## config.mk

```make
export PLATFORM = sky130hd
export DESIGN_NAME = if_id_skid_reg_flat
export DESIGN_NICKNAME = d
export VERILOG_FILES = /design/src/rtl/if_id_skid_reg_pkg.sv /design/src/rtl/if_id_skid_reg_if.sv /design/src/rtl/if_id_skid_reg_perf_cnt.sv /design/src/rtl/if_id_skid_reg.sv /design/src/flat_wrapper.sv
export SDC_FILE = /design/constraint.sdc
export NUM_CORES = 1
export LEC_CHECK = 0
export ABC_AREA = 0
export BUFFER_PORTS_ARGS = -buffer_cell sky130_fd_sc_hd__buf_2
export CAP_MARGIN = 25
export CORE_AREA = 4 4 126 128
export CTS_CLUSTER_DIAMETER = 60
export DETAILED_ROUTE_END_ITERATION = 10
export DIE_AREA = 0 0 130 132
export PLACE_DENSITY = 0.72
export SKIP_LAST_GASP = 1
export SYNTH_ARGS = -nofsm -noshare
export SYNTH_HDL_FRONTEND = slang
export SYNTH_SLANG_ARGS = --single-unit
```

## constraint.sdc

```tcl
create_clock -name Clk -period 4.3 [get_ports Clk]
set_clock_uncertainty 0.15 [all_clocks]
set_input_delay 0.645 -clock Clk [delete_from_list [all_inputs] [get_ports Clk]]
set_output_delay 0.645 -clock Clk [all_outputs]
set_load 0.02 [all_outputs]
```

## src/rtl/if_id_skid_reg_pkg.sv

```systemverilog
// Shared pipeline types and constants for the IF/ID boundary and later stage registers.
package pipe_pkg;

  typedef logic [4:0] exccode_t;

  localparam exccode_t    EXC_NONE  = '0;
  localparam logic [31:0] NOP_INSTR = 32'h0000_0000;
  localparam logic [31:0] RESET_PC  = 32'h0000_3000;

  typedef struct packed {
    logic [31:0] pc;
    logic [31:0] instr;
    exccode_t    exccode;
    logic        delay;
  } if_id_payload_t;

  typedef enum logic [1:0] {
    OCC_EMPTY,
    OCC_ONE,
    OCC_FULL
  } occ_t;

endpackage

```

## src/rtl/if_id_skid_reg_if.sv

```systemverilog
// Fetch-to-decode handshake bundle: master is the surrounding pipeline, slave is the stage register.
interface if_id_skid_reg_if #(
    parameter int unsigned AW = 32,
    parameter int unsigned IW = 32,
    parameter int unsigned EW = 5
) ();

    logic          in_valid;
    logic          in_ready;
    logic [AW-1:0] in_pc;
    logic [IW-1:0] in_instr;
    logic [EW-1:0] in_exccode;
    logic          in_delay;
    logic          flush;
    logic [AW-1:0] flush_pc;
    logic          out_valid;
    logic          out_ready;
    logic [AW-1:0] out_pc;
    logic [IW-1:0] out_instr;
    logic [EW-1:0] out_exccode;
    logic          out_delay;

    modport master (
        output in_valid, in_pc, in_instr, in_exccode, in_delay,
        output flush, flush_pc, out_ready,
        input  in_ready, out_valid, out_pc, out_instr, out_exccode, out_delay
    );

    modport slave (
        input  in_valid, in_pc, in_instr, in_exccode, in_delay,
        input  flush, flush_pc, out_ready,
        output in_ready, out_valid, out_pc, out_instr, out_exccode, out_delay
    );

endinterface

```

## src/rtl/if_id_skid_reg_perf_cnt.sv

```systemverilog
// Stall/bubble event counters for the IF/ID stage; only built with IF_ID_SKID_PERF_EN.
module if_id_perf_cnt (
    input  logic        Clk,
    input  logic        Reset,
    input  logic        i_stall,
    input  logic        i_bubble,
    output logic [31:0] o_stall_cnt,
    output logic [31:0] o_bubble_cnt
);

    logic [31:0] r_stall_cnt;
    logic [31:0] r_bubble_cnt;

    // Free-running wrap; flush deliberately does not clear these.
    always_ff @(posedge Clk) begin
        if (Reset) begin
            r_stall_cnt  <= '0;
            r_bubble_cnt <= '0;
        end else begin
            if (i_stall)  r_stall_cnt  <= r_stall_cnt + 32'd1;
            if (i_bubble) r_bubble_cnt <= r_bubble_cnt + 32'd1;
        end
    end

    assign o_stall_cnt  = r_stall_cnt;
    assign o_bubble_cnt = r_bubble_cnt;

endmodule

```

## src/rtl/if_id_skid_reg.sv

```systemverilog
// IF/ID stage register with 2-entry skid buffer and valid/ready on both sides.
// Optional perf counters under IF_ID_SKID_PERF_EN.
module if_id_skid_reg
  import pipe_pkg::*;
#(
    parameter int unsigned   AW        = 32,
    parameter int unsigned   IW        = 32,
    parameter int unsigned   EW        = 5,
    parameter logic [AW-1:0] RESET_PC  = AW'(pipe_pkg::RESET_PC),
    parameter logic [IW-1:0] NOP_INSTR = IW'(pipe_pkg::NOP_INSTR)
) (
    input  logic        Clk,
    input  logic        Reset,
    if_id_skid_reg_if.slave bus
`ifdef IF_ID_SKID_PERF_EN
    ,
    output logic [31:0] perf_stall_cnt,
    output logic [31:0] perf_bubble_cnt
`endif
);

    typedef struct packed {
        logic [AW-1:0] pc;
        logic [IW-1:0] instr;
        logic [EW-1:0] exccode;
        logic          delay;
    } payload_t;

    occ_t     r_state;
    payload_t r_head;
    payload_t r_skid;
    logic     r_in_ready;
    logic     r_out_valid;
    payload_t w_in;
    logic     w_acc;
    logic     w_deq;

    // An empty head keeps its PC so EPC capture still sees the last real address.
    function automatic payload_t bubble(input logic [AW-1:0] pc);
        bubble = {pc, NOP_INSTR, EW'(0), 1'b0};
    endfunction

    assign w_in  = {bus.in_pc, bus.in_instr, bus.in_exccode, bus.in_delay};
    assign w_acc = bus.in_valid & r_in_ready;
    assign w_deq = r_out_valid & bus.out_ready;

    always_ff @(posedge Clk) begin
        if (Reset) begin
            r_state     <= OCC_EMPTY;
            r_head      <= bubble(RESET_PC);
            r_skid      <= '0;
            r_in_ready  <= 1'b1;
            r_out_valid <= 1'b0;
        end else if (bus.flush) begin
            r_state     <= OCC_EMPTY;
            r_head      <= bubble(bus.flush_pc);
            r_in_ready  <= 1'b1;
            r_out_valid <= 1'b0;
        end else begin
            unique case (r_state)
                OCC_EMPTY: begin
                    if (w_acc) begin
                        r_head      <= w_in;
                        r_out_valid <= 1'b1;
                        r_state     <= OCC_ONE;
                    end
                end
                OCC_ONE: begin
                    if (w_acc && w_deq) begin
                        r_head <= w_in;
                    end else if (w_deq) begin
                        r_head      <= bubble(r_head.pc);
                        r_out_valid <= 1'b0;
                        r_state     <= OCC_EMPTY;
                    end else if (w_acc) begin
                        r_skid     <= w_in;
                        r_in_ready <= 1'b0;
                        r_state    <= OCC_FULL;
                    end
                end
                OCC_FULL: begin
                    if (w_deq) begin
                        r_head     <= r_skid;
                        r_in_ready <= 1'b1;
                        r_state    <= OCC_ONE;
                    end
                end
                default: begin
                    r_state     <= OCC_EMPTY;
                    r_in_ready  <= 1'b1;
                    r_out_valid <= 1'b0;
                end
            endcase
        end
    end

    assign bus.in_ready    = r_in_ready;
    assign bus.out_valid   = r_out_valid;
    assign bus.out_pc      = r_head.pc;
    assign bus.out_instr   = r_head.instr;
    assign bus.out_exccode = r_head.exccode;
    assign bus.out_delay   = r_head.delay;

`ifdef IF_ID_SKID_PERF_EN
    logic w_stall;
    logic w_bubble;

    assign w_stall  = bus.in_valid & ~r_in_ready;
    assign w_bubble = ~r_out_valid & bus.out_ready;

    if_id_perf_cnt u_perf (
        .Clk          (Clk),
        .Reset        (Reset),
        .i_stall      (w_stall),
        .i_bubble     (w_bubble),
        .o_stall_cnt  (perf_stall_cnt),
        .o_bubble_cnt (perf_bubble_cnt)
    );
`endif

endmodule

```

## src/flat_wrapper.sv

```systemverilog
// flat-port wrapper written by rule: the top's interface ports become plain ports
module if_id_skid_reg_flat import pipe_pkg::*;
#(
    parameter int unsigned   AW        = 32,
    parameter int unsigned   IW        = 32,
    parameter int unsigned   EW        = 5,
    parameter logic [AW-1:0] RESET_PC  = AW'(pipe_pkg::RESET_PC),
    parameter logic [IW-1:0] NOP_INSTR = IW'(pipe_pkg::NOP_INSTR)
)
  (Clk, Reset, bus_in_valid, bus_in_pc, bus_in_instr, bus_in_exccode, bus_in_delay, bus_flush, bus_flush_pc, bus_out_ready, bus_in_ready, bus_out_valid, bus_out_pc, bus_out_instr, bus_out_exccode, bus_out_delay);
  if_id_skid_reg_if #(.AW(AW), .IW(IW), .EW(EW)) bus_i ();
  input  logic Clk;
  input  logic Reset;
  input wire logic [$bits(bus_i.in_valid)-1:0] bus_in_valid;
  input wire logic [$bits(bus_i.in_pc)-1:0] bus_in_pc;
  input wire logic [$bits(bus_i.in_instr)-1:0] bus_in_instr;
  input wire logic [$bits(bus_i.in_exccode)-1:0] bus_in_exccode;
  input wire logic [$bits(bus_i.in_delay)-1:0] bus_in_delay;
  input wire logic [$bits(bus_i.flush)-1:0] bus_flush;
  input wire logic [$bits(bus_i.flush_pc)-1:0] bus_flush_pc;
  input wire logic [$bits(bus_i.out_ready)-1:0] bus_out_ready;
  output wire logic [$bits(bus_i.in_ready)-1:0] bus_in_ready;
  output wire logic [$bits(bus_i.out_valid)-1:0] bus_out_valid;
  output wire logic [$bits(bus_i.out_pc)-1:0] bus_out_pc;
  output wire logic [$bits(bus_i.out_instr)-1:0] bus_out_instr;
  output wire logic [$bits(bus_i.out_exccode)-1:0] bus_out_exccode;
  output wire logic [$bits(bus_i.out_delay)-1:0] bus_out_delay;
  assign bus_i.in_valid = bus_in_valid;
  assign bus_i.in_pc = bus_in_pc;
  assign bus_i.in_instr = bus_in_instr;
  assign bus_i.in_exccode = bus_in_exccode;
  assign bus_i.in_delay = bus_in_delay;
  assign bus_i.flush = bus_flush;
  assign bus_i.flush_pc = bus_flush_pc;
  assign bus_i.out_ready = bus_out_ready;
  assign bus_in_ready = bus_i.in_ready;
  assign bus_out_valid = bus_i.out_valid;
  assign bus_out_pc = bus_i.out_pc;
  assign bus_out_instr = bus_i.out_instr;
  assign bus_out_exccode = bus_i.out_exccode;
  assign bus_out_delay = bus_i.out_delay;
  if_id_skid_reg #(.AW(AW), .IW(IW), .EW(EW), .RESET_PC(RESET_PC), .NOP_INSTR(NOP_INSTR)) u_core (.Clk(Clk), .Reset(Reset), .bus(bus_i));
endmodule
```

==> results.toml <==
[run_status]
status = "finished clean"

[worst_setup_path]
path_max_fanout = 33
crit_type = "register to register"
max_stage_delay_ps = 430
worstPathCellList = "inv_1 -> ha_1 -> and3_1 -> buf_4 -> a32oi_4 -> buf_4 -> and2_4 -> o311ai_0"
critPathCaptureType = "register"
r2r_cells = 8
worst-endpoint-arrival_ps = 2920
crit_path_frequent_cell = "buf_4"
crit_slowest_cell = "and2_4"
worstPathRequired_ps = 4420
start_kind = "register"

[timing]
period_share_pct = 65.1
drv_slew = 0
hold_viol = 0
timing.fmax_ghz = 0.357
tns_ps = 0
period_needed_ps = 2800
rsz0062_at_grt = "false"
tightest_slew_ps = 902
maxSlewHeadroom_pct = 39.9
setup_viol = 0

[cts]
clkLatencyLatePin_ps = 420
path_clk_slew_ps = 60
cts_buffers = 17
cts_root_buf = "clkbuf_16"
clk_path_buf_depth = 2
cts.sinks = 144
cts_resized = 0
post-cts-setup-buffers = 0
cts_hold_buf = 0
cts_tree = "built"
htree_levels = 4

[power]
ir_worst_vdd_mv = 0.255
seq_power_share_pct = 42.6
internal_power_w = 0.00245
p_clk_share_pct = 43.9
powerDensity_mw_per_mm2 = 417
leakage_nw = 3.30
switching_share_pct = 26.8
fin_total_pwr_w = 0.00334
power_switching_w = 0.000894
power_frac_comb_pct = 13.6

[drt]
drtIter0Drc = 431
wl_per_cell_um = 16.1
drc = 0
vias_per_cell = 5.59
firstDrtPassIters = 5
ant_nets = 0
wl_mm = 18.4
vias = 6375

[yosys]
synth.top_cell.area_share_pct = 44.0
synth_nets = 927
synth_compound_area_share_pct = 28.7
netlist_top_cells_area = "dfxtp_1 44%, nand2_1 9.9%, a21oi_1 8.5%, o21ai_0 5.4%, a22oi_1 4.7%"
synth_fa_ha_area_share_pct = 0.764
syn-instance-count = 816
synth_commonest_cells = "173 x nand2_1, 144 x dfxtp_1, 111 x a21oi_1"
synth_xor_xnor_area_share_pct = 0
ys_async_sr_fraction_pct = 0
synth.area.mux_share_pct = 0
synth_area_leader_cell = "dfxtp_1"
synth_warnings = 0
avgSynthCellArea_um2 = 8.03
synth_cell_type_count = 35
synth_flop_cell = "dfxtp_1"
ys_seq_area_share_pct = 44.0
mappedNetlistArea_mm2 = 0.00655
synth_most_common_cell = "nand2_1"
synth_seq_cells = 144
yosys.area_share.simple_pct = 20.5
synth_top_family_by_area = "compound AO/OA/AOI/OAI gates"
synth_edf_count = 0

[floorplanning]
core_area_mm2 = 0.0149
start_util_pct = 44.1
die_area_mm2 = 0.0172
ios = 179
num_rows = 45
dieWidth_um = 130
die_height_um = 132

[cells_and_area]
fillCellCount = 1453
multi_input_area_mm2 = 0.00329
layout-drive-gt1-share_pct = 24.1
seq_area_mm2 = 0.00288
fin_cells = 1141
fin_nets = 1051
syn2layout_area_growth_pct = 22.4
n_antenna_cell = 0

[global_routing]
grt_pass1_wl_mm = 29.3
grt_max_degree = 77
overflow = 0
grt_pass1_vias = 5777
antenna_found_initial = 1
grtUsageTotal_pct = 20.9

[hold_path]
hold_depth = 2
hp-class = "register to register"

[placement]
portBuffers = 178
place_congestion = 0.841
placed_cells = 1109
hpwl_mm = 11.6

[job]
maxCapViolations = 0
-- cell usage in the layout (no fill, tap or decap), drive strengths merged, types with 3 or more instances in the layout --
cell type / count
o21ai: 71
inv: 7
a21o: 3
nor2: 3
clkinvlp: 3
and2: 4
nor3b: 30
a22o: 31
nand2: 173
a21oi: 111
dfxtp: 144
nand3: 33
clkinv: 4
a22oi: 41
clkbuf: 20
buf: 191
and3: 30
o221ai: 29
ha: 4
-- cells by family (layout without fill, tap and decap cells) --
logic type,count (synthesis),in the layout
AO/OA/AOI/OAI,296,296
flip-flops,144,144
adder cells (fa/ha/maj),4,4
buffers and inverters,90,227
AND/OR/NAND/NOR,282,282
-- area by class of cell --
cell class,instances,area share [%]
Inverter,4,0.187
Timing Repair Buffer,191,12.5
Multi-Input combinational cell,582,41.0
Clock inverter,12,1.65
Tap cell,188,2.94
Sequential cell,144,36.0
Clock buffer,20,5.70
-- per-layer routing --
layer | track usage [%] | part of all wire [%]
met1 | 28.3 | 45
met2 | 31.8 | 45
met3 | 5.92 | 8.5
met4 | 7.27 | 1.4
met5 | 0 | 0.065
-- metrics by stage --
| stage | utilization [%] | area, um^2 | setup WS (ps) | hold slack, ps |
|---|---|---|---|---|
| 3_5_place_dp | 49.9 | 7420 | 1470 | 296 |
| 2_1_floorplan | - | 6550 | 2240 | 286 |
| 6_report | 53.9 | 8010 | 1500 | 303 |
| 4_1_cts | 53.9 | 8010 | 1520 | 304 |
| 5_1_grt | 53.9 | 8010 | 1330 | 313 |
| 3_3_place_gp | 49.9 | 7420 | 1490 | 291 |
-- path summary, 6_finish.rpt --
path / from / endpoint / slack [ps]
max: u_core.r_state[1]$_SDFFE_PP0P_ / u_core.bus.out_pc[31]$_SDFFE_PP0P_ / 1500
min reg2reg: u_core.r_skid[38]$_SDFFE_PP0P_ / u_core.r_skid[38]$_SDFFE_PP0P_ / 300
max reg2reg: u_core.r_state[1]$_SDFFE_PP0P_ / u_core.bus.out_pc[31]$_SDFFE_PP0P_ / 1500
min: u_core.r_skid[38]$_SDFFE_PP0P_ / u_core.r_skid[38]$_SDFFE_PP0P_ / 300
-- sequential cells by signal, indices dropped and copies added, names as in the netlist --
name and flops:
u_core.r_skid 70, u_core.bus.out_instr 32, u_core.bus.out_pc 32, u_core.bus.out_exccode 5, u_core.r_state 2, u_core.bus.in_ready 1
u_core.bus.out_delay 1, u_core.bus.out_valid 1
-- power groups by stage --
stage	Sequential [W]	Combinational (W)	Clock [W]
after floorplan	0.00151	0.000236	0
after global routing	0.00143	0.000498	0.00156
after detailed placement	0.00145	0.000453	0
final	0.00142	0.000453	0.00147
after CTS	0.00142	0.000454	0.00150
after global placement	0.00145	0.000449	0
-- critical path, delay by kind of cell (launching register included) --
kind | cells | cell delay [ps]
AO/OA/AOI/OAI | 2 | 550
adder cells (fa/ha/maj) | 1 | 270
buffers and inverters | 3 | 640
flip-flops | 1 | 370
AND/OR/NAND/NOR | 2 | 640
No activity file was read; power rests on OpenSTA's default activity.
